$ cat config.mk
export PLATFORM = sky130hd
export DESIGN_NAME = muldiv_unit_flat
export DESIGN_NICKNAME = d
export VERILOG_FILES = /design/src/rtl/muldiv_unit_if.sv /design/src/rtl/muldiv_unit.sv /design/src/flat_wrapper.sv
export SDC_FILE = /design/constraint.sdc
export NUM_CORES = 1
export LEC_CHECK = 0
export ABC_AREA = 1
export CORE_UTILIZATION = 50
export CTS_CLUSTER_DIAMETER = 200
export DETAILED_ROUTE_END_ITERATION = 8
export PLACE_DENSITY = 0.68
export SETUP_SLACK_MARGIN = 0.3
export SKIP_LAST_GASP = 1
export SLEW_MARGIN = 25
export SYNTH_ARGS = -nofsm -noshare
export SYNTH_HDL_FRONTEND = slang
export SYNTH_SLANG_ARGS = --single-unit
$ cat constraint.sdc
create_clock -name clk -period 5.6 [get_ports clk]
set_clock_uncertainty 0.15 [all_clocks]
set_input_delay 1.68 -clock clk [delete_from_list [all_inputs] [get_ports clk]]
set_output_delay 1.68 -clock clk [all_outputs]
set_load 0.005 [all_outputs]
$ cat src/rtl/muldiv_unit_if.sv
// Request/result bundle between the execute stage and muldiv_unit.
// Define MULDIV_HILO_WRITE_EN to add the MTHI/MTLO write port (hi_we, lo_we, wdata).
interface muldiv_unit_if #(
    parameter int unsigned WIDTH = 32
);
    logic             start;
    logic [1:0]       op;
    logic [WIDTH-1:0] a;
    logic [WIDTH-1:0] b;
    logic             busy;
    logic             done;
    logic             div_by_zero;
    logic [WIDTH-1:0] hi;
    logic [WIDTH-1:0] lo;
`ifdef MULDIV_HILO_WRITE_EN
    logic             hi_we;
    logic             lo_we;
    logic [WIDTH-1:0] wdata;

    modport master (
        output start, op, a, b, hi_we, lo_we, wdata,
        input  busy, done, div_by_zero, hi, lo
    );
    modport slave (
        input  start, op, a, b, hi_we, lo_we, wdata,
        output busy, done, div_by_zero, hi, lo
    );
`else
    modport master (
        output start, op, a, b,
        input  busy, done, div_by_zero, hi, lo
    );
    modport slave (
        input  start, op, a, b,
        output busy, done, div_by_zero, hi, lo
    );
`endif
endinterface

$ cat src/rtl/muldiv_unit.sv
// Iterative MULT/MULTU/DIV/DIVU unit owning the HI/LO registers; one add/sub step per cycle.
// Optional MTHI/MTLO write port enabled by defining MULDIV_HILO_WRITE_EN.
module muldiv_unit #(
    parameter int unsigned WIDTH = 32
) (
    input  logic          clk,
    input  logic          rst_n,
    muldiv_unit_if.slave  bus
);
    localparam int unsigned CW = $clog2(WIDTH);
    localparam int unsigned AW = 2 * WIDTH;

    typedef enum logic [1:0] {S_IDLE, S_CALC, S_FIX} state_e;

    state_e           state_q;
    logic             is_div_q;
    logic             neg_res_q;
    logic             neg_rem_q;
    logic             zero_q;
    logic [WIDTH-1:0] mcand_q;
    logic [AW-1:0]    acc_q;
    logic [CW-1:0]    cnt_q;
    logic             busy_q;
    logic             done_q;
    logic             dz_q;
    logic [WIDTH-1:0] hi_q;
    logic [WIDTH-1:0] lo_q;

    logic             neg_a_c;
    logic             neg_b_c;
    logic [WIDTH-1:0] abs_a_c;
    logic [WIDTH-1:0] abs_b_c;
    logic [WIDTH:0]   mul_sum_c;
    logic [WIDTH:0]   trial_c;
    logic [AW-1:0]    prod_c;
    logic [WIDTH-1:0] quot_c;
    logic [WIDTH-1:0] rem_c;
    logic [AW-1:0]    acc_d;
    logic [WIDTH-1:0] hi_d;
    logic [WIDTH-1:0] lo_d;

    // Operand magnitudes, one iteration step, and the sign-corrected result.
    always_comb begin
        neg_a_c   = bus.op[0] & bus.a[WIDTH-1];
        neg_b_c   = bus.op[0] & bus.b[WIDTH-1];
        abs_a_c   = neg_a_c ? -bus.a : bus.a;
        abs_b_c   = neg_b_c ? -bus.b : bus.b;

        mul_sum_c = {1'b0, acc_q[AW-1:WIDTH]} + (acc_q[0] ? {1'b0, mcand_q} : '0);
        trial_c   = acc_q[AW-1:WIDTH-1] - {1'b0, mcand_q};

        if (!is_div_q) begin
            acc_d = {mul_sum_c, acc_q[WIDTH-1:1]};
        end else if (trial_c[WIDTH]) begin
            acc_d = {acc_q[AW-2:0], 1'b0};
        end else begin
            acc_d = {trial_c[WIDTH-1:0], acc_q[WIDTH-2:0], 1'b1};
        end

        prod_c = neg_res_q ? -acc_q : acc_q;
        quot_c = neg_res_q ? -acc_q[WIDTH-1:0] : acc_q[WIDTH-1:0];
        rem_c  = neg_rem_q ? -acc_q[AW-1:WIDTH] : acc_q[AW-1:WIDTH];

        // With a zero divisor the remainder ends as |a|, which the sign fix turns back into a.
        if (!is_div_q) begin
            hi_d = prod_c[AW-1:WIDTH];
            lo_d = prod_c[WIDTH-1:0];
        end else begin
            hi_d = rem_c;
            lo_d = zero_q ? '1 : quot_c;
        end
    end

    // Control FSM plus datapath and HI/LO registers.
    always_ff @(posedge clk) begin
        if (!rst_n) begin
            state_q   <= S_IDLE;
            is_div_q  <= 1'b0;
            neg_res_q <= 1'b0;
            neg_rem_q <= 1'b0;
            zero_q    <= 1'b0;
            mcand_q   <= '0;
            acc_q     <= '0;
            cnt_q     <= '0;
            busy_q    <= 1'b0;
            done_q    <= 1'b0;
            dz_q      <= 1'b0;
            hi_q      <= '0;
            lo_q      <= '0;
        end else begin
            done_q <= 1'b0;
            case (state_q)
                S_IDLE: begin
`ifdef MULDIV_HILO_WRITE_EN
                    if (bus.hi_we) hi_q <= bus.wdata;
                    if (bus.lo_we) lo_q <= bus.wdata;
`endif
                    if (bus.start) begin
                        is_div_q  <= bus.op[1];
                        neg_res_q <= neg_a_c ^ neg_b_c;
                        neg_rem_q <= neg_a_c;
                        zero_q    <= (bus.b == '0);
                        mcand_q   <= bus.op[1] ? abs_b_c : abs_a_c;
                        acc_q     <= {{WIDTH{1'b0}}, (bus.op[1] ? abs_a_c : abs_b_c)};
                        cnt_q     <= '0;
                        dz_q      <= 1'b0;
                        busy_q    <= 1'b1;
                        state_q   <= S_CALC;
                    end
                end
                S_CALC: begin
                    acc_q <= acc_d;
                    cnt_q <= cnt_q + CW'(1);
                    if (cnt_q == CW'(WIDTH - 1)) state_q <= S_FIX;
                end
                S_FIX: begin
                    hi_q    <= hi_d;
                    lo_q    <= lo_d;
                    dz_q    <= is_div_q & zero_q;
                    done_q  <= 1'b1;
                    busy_q  <= 1'b0;
                    state_q <= S_IDLE;
                end
                default: state_q <= S_IDLE;
            endcase
        end
    end

    assign bus.busy        = busy_q;
    assign bus.done        = done_q;
    assign bus.div_by_zero = dz_q;
    assign bus.hi          = hi_q;
    assign bus.lo          = lo_q;

endmodule

$ cat src/flat_wrapper.sv
// flat-port wrapper written by rule: the top's interface ports become plain ports
module muldiv_unit_flat 
#(
    parameter int unsigned WIDTH = 32
)
  (clk, rst_n, bus_start, bus_op, bus_a, bus_b, bus_busy, bus_done, bus_div_by_zero, bus_hi, bus_lo);
  muldiv_unit_if #(.WIDTH(WIDTH)) bus_i ();
  input  logic clk;
  input  logic rst_n;
  input wire logic [$bits(bus_i.start)-1:0] bus_start;
  input wire logic [$bits(bus_i.op)-1:0] bus_op;
  input wire logic [$bits(bus_i.a)-1:0] bus_a;
  input wire logic [$bits(bus_i.b)-1:0] bus_b;
  output wire logic [$bits(bus_i.busy)-1:0] bus_busy;
  output wire logic [$bits(bus_i.done)-1:0] bus_done;
  output wire logic [$bits(bus_i.div_by_zero)-1:0] bus_div_by_zero;
  output wire logic [$bits(bus_i.hi)-1:0] bus_hi;
  output wire logic [$bits(bus_i.lo)-1:0] bus_lo;
  assign bus_i.start = bus_start;
  assign bus_i.op = bus_op;
  assign bus_i.a = bus_a;
  assign bus_i.b = bus_b;
  assign bus_busy = bus_i.busy;
  assign bus_done = bus_i.done;
  assign bus_div_by_zero = bus_i.div_by_zero;
  assign bus_hi = bus_i.hi;
  assign bus_lo = bus_i.lo;
  muldiv_unit #(.WIDTH(WIDTH)) u_core (.clk(clk), .rst_n(rst_n), .bus(bus_i));
endmodule
==> results.md <==
* Pwr dens at about 230 mW/mm^2
* Yosys cell types at 53
* WP buf/inv at 3
* Detailed Route WL at between 60000 and 70000 um
* Synth Flop Type: dfxtp_1
* Largest net degree at the start of global routing at 95
* Worst reg-to-reg setup slack at 1.40 ns
* Netlist area before placement at roughly 0.017 mm^2
* Die Y-Extent at around 190 um
* Fmax at around 240 MHz
* Worst Path Required at between 5 and 6 ns
* Async S/R FF share, synth at 0
* Area after DPL at 0.0188 mm^2
* Initial drt markers at around 2.3k
* Post-DP HPWL at 53200 um
* CP Max Fanout at 38
* Row cnt at 67
* Critical path capture point type: flop
* DRC viols at 0
* Final hold vios at 0
* RSZ-0062 raised after global routing: no
* Die Area at approximately 0.035 mm^2
* Warnings from Yosys at 0
* Die Span X at 187 um
* CTS tree: done
* Max IR drop VDD at 251 uV
* Hold path start: u_core.bus.hi[26]
* Startpoint Class: flop
* Core Util, Final at 0.577
* FF+latch count, synth at ~170
* Io pins at around 140
* Total negative slack at 0 ns
* Mean post-synth cell area at roughly 5.7 um^2
* CTS clock-pin slew for the worst setup and hold paths at around 0.080 ns
* Levels on crit path at 19
* Syn-to-layout area delta at 13.0%
* Rel. slew slack at 0.326
* Clock insertion delay at the later pin of the skew report at 0.46 ns
* P_int at 0.00251 W
* Cells along the critical path: inv_1 > ha_1 > fa_1 > inv_1 > nand2_1 > nand2_1 > nand3_1 > nand2_1 > nand2_1 > nand2_2 > nand2_4 > nand2_4 > nand2_4 > nand2_4 > inv_1 > nand2_1 > nand3_1 > nand2_1 > a21oi_1
* Final net count at about 3.2k
* Outcome: completed
* Met1 usage at 0.492
* Post-CTS Setup Bufs at 0
* CP peak stage delay at about 0.56 ns
* Vias/cell at approximately 5.8
* DRT antenna net count at 0
* Reg2reg end: u_core.acc_q[49]
* Antenna diodes at 0
* Max-slew violations at 0
* Comb pwr share at 0.405
* Vias in the first global route at a little under 20k
* Synthesized instance count at 3015
* Final instance area at 0.0194 mm^2
* Post-synth EDFFs at 0
* # setup viols final at 0
* Worst-margin pin slew at between 1 and 1.5 ns
* PostCTS Resize Cnt at 0
* Busiest grt layer: met2
* Routability cong. at between 1 and 1.5
* Layout cells sized above 1 at 0.0465
* All-layer global routing usage at 0.383
* Slowest CP cell: dfxtp_1
* CP most frequent cell: nand2_1
* Initial antenna violation count at 0
* Initial Util at 0.510
* Htree depth at 4
* Maximum clock path buffer count at 2
* Core Area at approximately 0.034 mm^2
* First-pass GRT wire length at between 100000 and 150000 um
* Clock sink count at 174
* Sequential area share after synthesis at 0.203
* WL per Instance at 19.1 um
* Final period util at 0.750
* Worst hold slack at slightly above 0.3 ns
* Syn_nets at approximately 3.2k
* Crit path max-delay family: simple AND/OR/NAND/NOR gates
* Leakage at about 9.3 nW
* R2R depth at 19
* Root Driver: clkbuf_16
* Clock power share at 0.280
* Num CTS Buffers at 17
* Hold path depth at 2
* Switching Power at approximately 0.002 W
* Switching Fraction at 0.442
* Met3 GRT Util at 0.0510
* Max cap viols at 0
* RR Startpoint: u_core.acc_q[31]
* Port Buffers at 135
* GR Overflow Total at 0
* WP data arrival at 4.36 ns
* Flop pwr share at 0.314
* Post-CTS Hold Fix Bufs at 0
* Hold Path End: u_core.bus.hi[26]
* Tot Pwr at between 0.004 and 0.005 W
* Hold WC Path Type: reg2reg
* DR pass1 iterations at 6
* M2 GR Usage at 0.609
* Post-route minimum period at 4.20 ns
* Critical path type: reg2reg
* Via count at a little over 20k
area by class of cell:
type,instances,area (um^2)
clock inverter,14,170
inverter,463,1740
clock buffer,18,439
sequential,174,3480
multi-input combinational,2270,11500
fill,3461,14200
timing repair buffer,158,1520
tap,448,561
worst max-delay path by stage:
stage / start / to / slack, ns
floorplan: bus_b[0] / u_core.mcand_q[30] / 2.30
global placement: bus_b[31] / u_core.acc_q[7] / 1.17
detailed placement: bus_b[31] / u_core.acc_q[7] / 1.15
CTS: u_core.acc_q[31] / u_core.acc_q[53] / 1.52
global route: u_core.acc_q[31] / u_core.acc_q[49] / 1.26
finish: u_core.acc_q[31] / u_core.acc_q[49] / 1.40
cell families after synthesis:
logic type               synth area share
XOR/XNOR                           0.0465
adder cells (fa/ha/maj)            0.0534
AO/OA/AOI/OAI                       0.185
buffers and inverters               0.130
flip-flops                          0.203
AND/OR/NAND/NOR                     0.383
per-stage QoR:
step | worst slack (ns) | instances
floorplan | 2.30 | 3015
global placement | 1.17 | 3513
detailed placement | 1.15 | 3513
CTS | 1.52 | 3545
global route | 1.26 | 3545
finish | 1.40 | 3545
tightest hold or removal path, cell delays in order, from the launching register on:
cell and delay [ns]:
dfxtp_1 0.31, nand2_1 0.06, nand2_1 0.04
cell usage after synthesis, types with 3 or more instances:
cell type  instances  area [um^2]
buf_2             11         55.1
a22oi_1            7         52.6
a21oi_1          237         1190
a21o_1             6         45.0
o21bai_1          14          105
nand3_1          242         1210
o22ai_1            3         18.8
o21a_1             4         30.0
xnor2_1           14          123
clkbuf_1          79          297
or2_2             12         75.1
nand3_2           20          200
nor3_1            44          220
o21ai_1            9         45.0
nand2_4            4         45.0
nor4_1             6         37.5
nand2_1          839         3150
xor2_1            77          674
buf_12             4         80.1
inv_2              6         22.5
o221ai_1          12          105
nand3b_1          13         97.6
a21oi_2            5         43.8
o211ai_1          30          225
inv_1            455         1710
nor2_4             3         33.8
a31oi_1           16          100
dfxtp_1          174         3480
nor2_2             5         31.3
nor2_1           276         1040
nand2_2           20          125
buf_1             13         48.8
ha_1              70          876
nand4_1           35          219
o21ai_0          226         1130
sequential cells by signal, indices dropped and copies added (netlist names):
name / flops
u_core.bus.busy: 1
u_core.neg_rem_q: 1
u_core.bus.done: 1
u_core.acc_q: 64
u_core.neg_res_q: 1
u_core.bus.div_by_zero: 1
u_core.state_q: 2
u_core.bus.hi: 32
u_core.zero_q: 1
u_core.is_div_q: 1
u_core.cnt_q: 5
u_core.mcand_q: 32
u_core.bus.lo: 32
routing by layer:
metal | share of wire | vias up
li1 | - | 9878
met1 | 0.41 | 9351
met2 | 0.44 | 1155
met3 | 0.087 | 188
met4 | 0.064 | 0
met5 | 0 | -
cells in the final DEF, fill, tap and decap left out, types with 5 or more instances in the layout:
cell type        count
nand2_1            839
inv_1              455
nor2_1             271
nand3_1            242
a21oi_1            237
o21ai_0            226
dfxtp_1            173
clkdlybuf4s50_1    134
xor2_1              77
ha_1                70
nor3_1              44
nand4_1             35
o211ai_1            30
buf_4               23
nand3_2             20
nand2_2             20
clkbuf_16           17
a31oi_1             16
o21bai_1            14
xnor2_1             14
nand3b_1            13
o221ai_1            12
or2_2               12
o21ai_1              9
a22oi_1              7
nor2_4               7
inv_2                6
nor2_2               6
nor4_1               6
a21o_1               6
a21oi_2              5
power groups by stage:
stage	clock (W)	sequential, W	combinational [W]
CTS	0.00127	0.00141	0.00178
floorplan	0	0.00138	0.00133
global route	0.00132	0.00142	0.00201
global placement	0	0.00144	0.00174
detailed placement	0	0.00144	0.00176
finish	0.00126	0.00141	0.00183
(Power assumes the default switching activity.)
